`src/rtl/decode_ctrl_mac_seq.sv`:
```
// D-stage control decoder with D/E control register and matrix-MAC beat sequencer.
// The sequencer stalls fetch/decode while it walks element indices over the MAC array.
module decode_ctrl_mac_seq #(
   parameter int DIM   = 4,
   parameter int IDX_W = $clog2(DIM)
) (
   input  logic             clk,
   input  logic             rst,
   input  logic [6:0]       op_d,
   input  logic [2:0]       funct3_d,
   input  logic [6:0]       funct7_d,
   input  logic             stall_d,
   input  logic             flush_d,
   input  logic             flush_e,
   input  logic             mac_ready,
   output logic [2:0]       imm_src_d,
   output logic             illegal_d,
   output logic             reg_write_e,
   output logic             mem_write_e,
   output logic             alu_src_e,
   output logic             jump_e,
   output logic             branch_e,
   output logic             wd3_src_e,
   output logic [1:0]       result_src_e,
   output logic [2:0]       alu_control_e,
   output logic             stall_fd,
   output logic             mac_valid,
   output logic [1:0]       mac_mode,
   output logic [IDX_W-1:0] mac_row,
   output logic [IDX_W-1:0] mac_col,
   output logic             mac_last,
   output logic             mac_busy
);

   localparam logic [6:0] OP_R   = 7'b0110011;
   localparam logic [6:0] OP_I   = 7'b0010011;
   localparam logic [6:0] OP_JLR = 7'b1100111;
   localparam logic [6:0] OP_LW  = 7'b0000011;
   localparam logic [6:0] OP_SW  = 7'b0100011;
   localparam logic [6:0] OP_BR  = 7'b1100011;
   localparam logic [6:0] OP_LUI = 7'b0110111;
   localparam logic [6:0] OP_JAL = 7'b1101111;
   localparam logic [6:0] OP_C0  = 7'b0001011;

   localparam logic [2:0] ALU_ADD = 3'b000;
   localparam logic [2:0] ALU_SUB = 3'b001;
   localparam logic [2:0] ALU_AND = 3'b010;
   localparam logic [2:0] ALU_OR  = 3'b011;
   localparam logic [2:0] ALU_SLT = 3'b100;
   localparam logic [2:0] ALU_XOR = 3'b101;

   localparam logic [1:0] M_MATVEC = 2'd0;
   localparam logic [1:0] M_VEC    = 2'd1;
   localparam logic [1:0] M_CLR    = 2'd2;

   localparam logic [IDX_W-1:0] LAST_IDX = IDX_W'(DIM - 1);

   typedef enum logic [1:0] {
      IDLE,
      ISSUE,
      DONE
   } state_e;

   logic       rw, mw, as, jp, br, wd;
   logic [1:0] rs;
   logic [2:0] alu;
   logic [2:0] imm;
   logic       ill;
   logic       mac_ok;

   logic [10:0] ctl_d, ctl_q;

   state_e           state_d, state_q;
   logic [IDX_W-1:0] row_d, row_q;
   logic [IDX_W-1:0] col_d, col_q;
   logic [1:0]       mode_d, mode_q;
   logic             valid_d, valid_q;
   logic             last_d, last_q;
   logic             busy_d, busy_q;
   logic             start;
   logic             accept;
   logic             bubble;

   assign mac_ok = (op_d == OP_C0) && !funct3_d[2] && (funct3_d[1:0] != 2'b11);

   always_comb begin
      rw  = 1'b0;
      mw  = 1'b0;
      as  = 1'b0;
      jp  = 1'b0;
      br  = 1'b0;
      wd  = 1'b0;
      rs  = 2'b00;
      alu = ALU_ADD;
      imm = 3'b000;
      ill = 1'b0;
      unique case (1'b1)
         (op_d == OP_R): begin
            rw = 1'b1;
            case ({funct7_d, funct3_d})
               10'd0:   alu = ALU_ADD;
               10'd256: alu = ALU_SUB;
               10'd7:   alu = ALU_AND;
               10'd6:   alu = ALU_OR;
               10'd2:   alu = ALU_SLT;
               default: ill = 1'b1;
            endcase
         end
         (op_d == OP_I): begin
            rw = 1'b1;
            as = 1'b1;
            case (funct3_d)
               3'b110:  alu = ALU_OR;
               3'b100:  alu = ALU_XOR;
               3'b010:  alu = ALU_SLT;
               default: alu = ALU_ADD;
            endcase
         end
         (op_d == OP_JLR): begin
            rw = 1'b1;
            jp = 1'b1;
            as = 1'b1;
            rs = 2'b10;
            wd = 1'b1;
         end
         (op_d == OP_LW): begin
            rw = 1'b1;
            as = 1'b1;
            rs = 2'b01;
         end
         (op_d == OP_SW): begin
            mw  = 1'b1;
            as  = 1'b1;
            imm = 3'b001;
         end
         (op_d == OP_BR): begin
            br  = 1'b1;
            imm = 3'b010;
            alu = funct3_d[2] ? ALU_SLT : ALU_SUB;
         end
         (op_d == OP_LUI): begin
            rw  = 1'b1;
            imm = 3'b011;
            rs  = 2'b11;
         end
         (op_d == OP_JAL): begin
            rw  = 1'b1;
            jp  = 1'b1;
            imm = 3'b100;
            rs  = 2'b10;
            wd  = 1'b1;
         end
         (op_d == OP_C0): ill = !mac_ok;
         default:         ill = 1'b1;
      endcase
   end

   assign imm_src_d = imm;
   assign illegal_d = ill;

   // Start is gated by rst so stall_fd stays low while the core is held in reset.
   assign start    = rst && (state_q == IDLE) && mac_ok && !stall_d && !flush_d;
   assign accept   = (state_q == ISSUE) && valid_q && mac_ready;
   assign stall_fd = start || (state_q == ISSUE);

   assign bubble = flush_e || stall_fd || flush_d;

   always_comb begin
      ctl_d = bubble ? 11'd0 : {rw, mw, as, jp, br, wd, rs, alu};
   end

   function automatic logic seq_last(input logic [1:0] m,
                                     input logic [IDX_W-1:0] r,
                                     input logic [IDX_W-1:0] c);
      logic l;
      l = 1'b1;
      case (m)
         M_MATVEC: l = (r == LAST_IDX) && (c == LAST_IDX);
         M_VEC:    l = (c == LAST_IDX);
         M_CLR:    l = 1'b1;
         default:  l = 1'b1;
      endcase
      return l;
   endfunction

   always_comb begin
      state_d = state_q;
      row_d   = row_q;
      col_d   = col_q;
      mode_d  = mode_q;
      unique case (state_q)
         IDLE: begin
            if (start) begin
               state_d = ISSUE;
               row_d   = '0;
               col_d   = '0;
               mode_d  = funct3_d[1:0];
            end
         end
         ISSUE: begin
            if (accept) begin
               if (last_q) begin
                  state_d = DONE;
                  row_d   = '0;
                  col_d   = '0;
               end else if (col_q == LAST_IDX) begin
                  col_d = '0;
                  row_d = row_q + IDX_W'(1);
               end else begin
                  col_d = col_q + IDX_W'(1);
               end
            end
         end
         DONE:    state_d = IDLE;
         default: state_d = IDLE;
      endcase
      valid_d = (state_d == ISSUE);
      busy_d  = (state_d != IDLE);
      last_d  = (state_d == ISSUE) && seq_last(mode_d, row_d, col_d);
   end

   always_ff @(posedge clk or negedge rst) begin
      if (!rst) begin
         ctl_q   <= '0;
         state_q <= IDLE;
         row_q   <= '0;
         col_q   <= '0;
         mode_q  <= '0;
         valid_q <= 1'b0;
         last_q  <= 1'b0;
         busy_q  <= 1'b0;
      end else begin
         ctl_q   <= ctl_d;
         state_q <= state_d;
         row_q   <= row_d;
         col_q   <= col_d;
         mode_q  <= mode_d;
         valid_q <= valid_d;
         last_q  <= last_d;
         busy_q  <= busy_d;
      end
   end

   assign {reg_write_e, mem_write_e, alu_src_e, jump_e, branch_e, wd3_src_e,
           result_src_e, alu_control_e} = ctl_q;

   assign mac_valid = valid_q;
   assign mac_mode  = mode_q;
   assign mac_row   = row_q;
   assign mac_col   = col_q;
   assign mac_last  = last_q;
   assign mac_busy  = busy_q;

endmodule

```
`config.mk`:
```
export PLATFORM = sky130hd
export DESIGN_NAME = decode_ctrl_mac_seq
export DESIGN_NICKNAME = d
export VERILOG_FILES = /design/src/rtl/decode_ctrl_mac_seq.sv
export SDC_FILE = /design/constraint.sdc
export NUM_CORES = 1
export LEC_CHECK = 0
export ABC_AREA = 0
export ABC_CLOCK_PERIOD_IN_PS = 7390
export CAP_MARGIN = 20
export CORE_ASPECT_RATIO = 0.8
export CORE_MARGIN = 2
export CORE_UTILIZATION = 30
export DETAILED_ROUTE_END_ITERATION = 16
export PLACE_DENSITY = 0.6
export SETUP_SLACK_MARGIN = 0.15
export SLEW_MARGIN = 30
export SYNTH_ARGS = -nofsm -noshare
export SYNTH_HDL_FRONTEND = slang
export SYNTH_SLANG_ARGS = --single-unit
```
`constraint.sdc`:
```
create_clock -name clk -period 7.39 [get_ports clk]
set_clock_uncertainty 0.05 [all_clocks]
set_input_delay 2.217 -clock clk [delete_from_list [all_inputs] [get_ports clk]]
set_output_delay 2.217 -clock clk [all_outputs]
set_load 0.02 [all_outputs]
```
## Word-level counts from Yosys, hierarchy flattened

Index checks and enable logic that the tools add are counted.

- Bits in registers: 22
- Bits of input ports: 23

- Add/subtract/negate cells: 2
- Equality and inequality tests: 23
- Multiplexer cells: 31
- Reduce and logical (&&, ||, !) cells: 26

Operators with widths:

| cell | count |
|---|---|
| 2-to-1 mux 2 bit | 13 |
| one-hot mux 3 bit (4 select lines) | 2 |
| == test 7 x 6 -> 1 bit, second input constant | 3 |
| == test 7 bit, second input constant | 3 |
| == test 10 x 3 -> 1 bit, second input constant | 2 |
| one-hot mux 3 bit (3 select lines) | 2 |
| one-hot mux 2 bit (2 select lines) | 3 |
| 2-to-1 mux 11 bit | 1 |
| == test 10 x 2 -> 1 bit, second input constant | 1 |
| == test 10 x 9 -> 1 bit, second input constant | 1 |
| logical AND 1 bit | 10 |
| zero test 10 bit | 1 |
| == test 7 x 2 -> 1 bit, second input constant | 1 |
| == test 7 x 4 -> 1 bit, second input constant | 1 |
| == test 7 x 5 -> 1 bit, second input constant | 1 |
| OR reduction 7 bit | 1 |
| == test 2 x 1 -> 1 bit, second input constant | 3 |
| == test 2 bit, second input constant | 3 |
| == test 3 bit, second input constant | 2 |
| 2-to-1 mux 1 bit | 6 |
| one-hot mux 2 bit (3 select lines) | 1 |
| OR reduction 6 bit | 1 |
| OR reduction 5 bit | 1 |
| adder 2 x 1 -> 2 bit, second input constant | 2 |
| other kinds (11) | 17 |

## Logic depth before layout (Yosys ltp)

- Word-level depth: 12
- Depth in mapped cells: 7

## Worst setup path before layout

OpenSTA, ideal clock, no wires.

- Path type: in2out
- From: input port op_d[2]
- To: output port illegal_d
- Arrival time: 3.294 ns
- Required time: 5.123 ns
- Slack: 1.829 ns
- Stages on the path: 5
- Path buffers: 1
- Path through: clkbuf_1 and2_2 a21oi_1 o31ai_1 o221ai_1

- Word-level cells in the longest chain between the ends: 5
- Elaborated cells on any way between the ends: 14

RTL lines:

| item | line | RTL |
|---|---|---|
| start, declared | 9 | `input logic [6:0] op_d,` |
| == test 7 x 4 -> 1 bit | 84, 153 |  |
| logical AND 1 bit (2 in series) | 84 | `assign mac_ok = (op_d == OP_C0) && !funct3_d[2] && (funct3_d[1:0] != 2'b11);` |
| zero test 1 bit | 153 | `(op_d == OP_C0): ill = !mac_ok;` |
| one-hot mux 1 bit (3 select lines) * | 97 | `unique case (1'b1)` |
| end, declared | 17 | `output logic illegal_d,` |

Mark *: on every way between the ends. The rest lies on a longest branch, timed or not.

## Worst setup path after layout

Same ends and word-level chain as after synthesis.

==> out/qor.txt <==
fin crit period = 6.61 ns
Wirelength per Cell = 14.4 um
maxcap violations = 0
DRT Pass-1 Iters = 4
Slew Limit Fails = 0
DRC = 0
die width = 79.1 um
Switching Fraction = 0.250
Worst Hold End = mac_mode[0]
DRT iter0 DRCs = 103
CORE AREA = 0.00426 mm^2
worst reg2reg setup slack = 5.27 ns
vias in the first global route = 1227
CP required = 5.12 ns
# rows = 21
hold path startpoint = mac_mode[0]
crit-path max FO = 11
PwrDens = 122 mW/mm^2
CP startpoint kind = input pin
Post-synth EDFFs = 0
antenna violations before repair = 0
via count = 1232
sequential area share after synthesis = 0.388
Seq cells post-synth = 21
cts repair resizes = 0
TNS Setup = 0 ns
Mapped Area = 0.00136 mm^2
Initial Util = 0.318
syn_area_per_cell = 9.82 um^2
Antenna Cells = 0
Least-Margin Pin Slew = 0.477 ns
worst setup margin = 0.778 ns
Final HPWL DP = 2.79 mm
status = finished clean
GRT Overall Usage = 0.140
Clock Pin Slew Worst Setup and Hold Paths = 0.07 ns
Synth Instances = 138
Reg-to-Reg End = ctl_q[9]
Comb pwr share = 0.175
main flop type after synthesis = dfrtp_1
CTS tree = yes
Port Buffers = 47
Root Driver = clkbuf_8
Worst-Skew Late Latency = 0.25 ns
R2R cell count = 6
drt via density = 5.15
Pleak = 0.772 nW
clock sink total = 21
Clock Path Buffers = 2
critical path class = input pin to output pin
Net Switching = 57.3 uW
sequential share of power = 0.505
Yosys warnings = 0
Final Setup Violations = 0
Final #Nets = 207
CTS Buf Count = 3
DIE AREA = 0.00507 mm^2
Filler Cells Inserted = 407
htree depth = 1
clock power share = 0.320
VDD IR max = 0.0499 mV
final worst-path cycle share = 0.895
overall routed net length = 3.45 mm
slew margin rel. = 0.679
R2R Path Start = state_q[0]
I/O Pins = 48
chip height = 64.1 um
Final Hold Fails = 0
total global routing overflow = 0
ys async rst share = 1.00
setup bufs post-CTS = 0
Antenna Nets Post-Route = 0
Critical Path AT = 4.34 ns
RSZ-0062 raised after global routing = false
hold path depth = 1
Yosys cell types = 51
Max Fclk = 151 MHz
GPL Wtd Cong = 0.877
share of layout cells above drive strength 1 = 0.159
largest net degree at the start of global routing = 22
area delta synth->final = 39.1%
Worst setup EP type = output pin
first-pass GRT wire length = 5.73 mm
Mapped Nets = 162
CTS Hold Buffers Added = 0
dpl ws = 0.767 ns
Pint = 172 uW
min-delay worst type = register to register
## through the flow
step / utilization / hold slack [ns] / cells / total power, mW / area [um^2]
CTS: 0.443 / 0.519 / 239 / 0.233 / 1880
finish: 0.443 / 0.522 / 239 / 0.230 / 1880
global route: 0.443 / 0.540 / 239 / 0.243 / 1880
detailed placement: 0.432 / 0.501 / 235 / 0.159 / 1840
global placement: 0.432 / 0.503 / 235 / 0.159 / 1840
floorplan: - / 0.616 / 138 / 0.138 / 1360
## final cells by class
type	count	area (um^2)	share of cell area
timing repair buffer	49	485	0.258
multi-input combinational	104	741	0.393
tap	57	71.3	0.0378
inverter	4	15.0	0.00797
sequential	21	526	0.279
clock inverter	1	5.00	0.00266
clock buffer	3	41.3	0.0219
## worst max path at each step
| stage | start | endpoint | slack (ns) |
|---|---|---|---|
| after floorplan | op_d[2] | illegal_d | 1.83 |
| after global placement | op_d[4] | illegal_d | 0.73 |
| after detailed placement | op_d[4] | illegal_d | 0.77 |
| after CTS | op_d[4] | illegal_d | 0.76 |
| after global routing | op_d[5] | illegal_d | 0.60 |
| final | op_d[2] | illegal_d | 0.78 |
## layer usage
metal  GRT usage  vias up  wire length (um)  share of wire
li1            -      598                 -              -
met1       0.208      587              1720           0.50
met2       0.209       43              1490           0.43
met3      0.0212        4               215          0.062
met4      0.0431        0                24         0.0070
met5           0        -                 0              0
## synthesized netlist by cell type, drive strengths merged, types with 3 or more instances
cell    number  share of area
or2          3          0.014
inv          4          0.011
buf          8          0.052
dfrtp       21           0.39
a211oi       3          0.017
nor2        17          0.047
a21oi       10          0.040
nor3b        3          0.017
nand3        6          0.022
nor3         6          0.022
o21ai        5          0.018
nor2b        4          0.018
nand2        7          0.019
nor4         5          0.032
nor4b        4          0.057
## logic make-up (layout without fill, tap and decap cells)
family,count (synthesis),count (layout),share of synthesized area
AOI/OAI and AO/OA,29,29,0.149
adders and majority gates,1,1,0.00923
DFF,21,21,0.388
and+or+nand+nor,70,70,0.357
muxes,4,4,0.0314
buffers and inverters,13,57,0.0655
## flip-flops by register name, summed over array words and instances, names as in the netlist
name       count
state_q        2
mac_valid      1
ctl_q         10
mac_col        2
mac_busy       1
mac_last       1
mac_mode       2
mac_row        2
## layout by cell type, fill, tap and decap left out, types with 4 or more instances in the layout
cell and n:
dfrtp_1 21, nor2_1 17, clkdlybuf4s50_1 47, nor2b_1 4
o21ai_0 4, a21oi_1 9, nor3_1 6, nand3_1 6
nand2_1 7
## critical path: stages
cell and delay [ns]:
clkdlybuf4s50_1 0.71, and2_2 0.24, a21oi_1 0.10, o31ai_1 0.33, o221ai_1 0.18, clkdlybuf4s50_1 0.56
## power groups by stage
| stage | sequential, mW | combinational [mW] | clock [mW] |
|---|---|---|---|
| 2_1_floorplan | 0.119 | 0.0193 | 0 |
| 3_3_place_gp | 0.118 | 0.0404 | 0 |
| 3_5_place_dp | 0.118 | 0.0402 | 0 |
| 4_1_cts | 0.116 | 0.0404 | 0.0769 |
| 5_1_grt | 0.116 | 0.0439 | 0.0828 |
| 6_report | 0.116 | 0.0402 | 0.0734 |
Power figures use the tool's default switching activity.
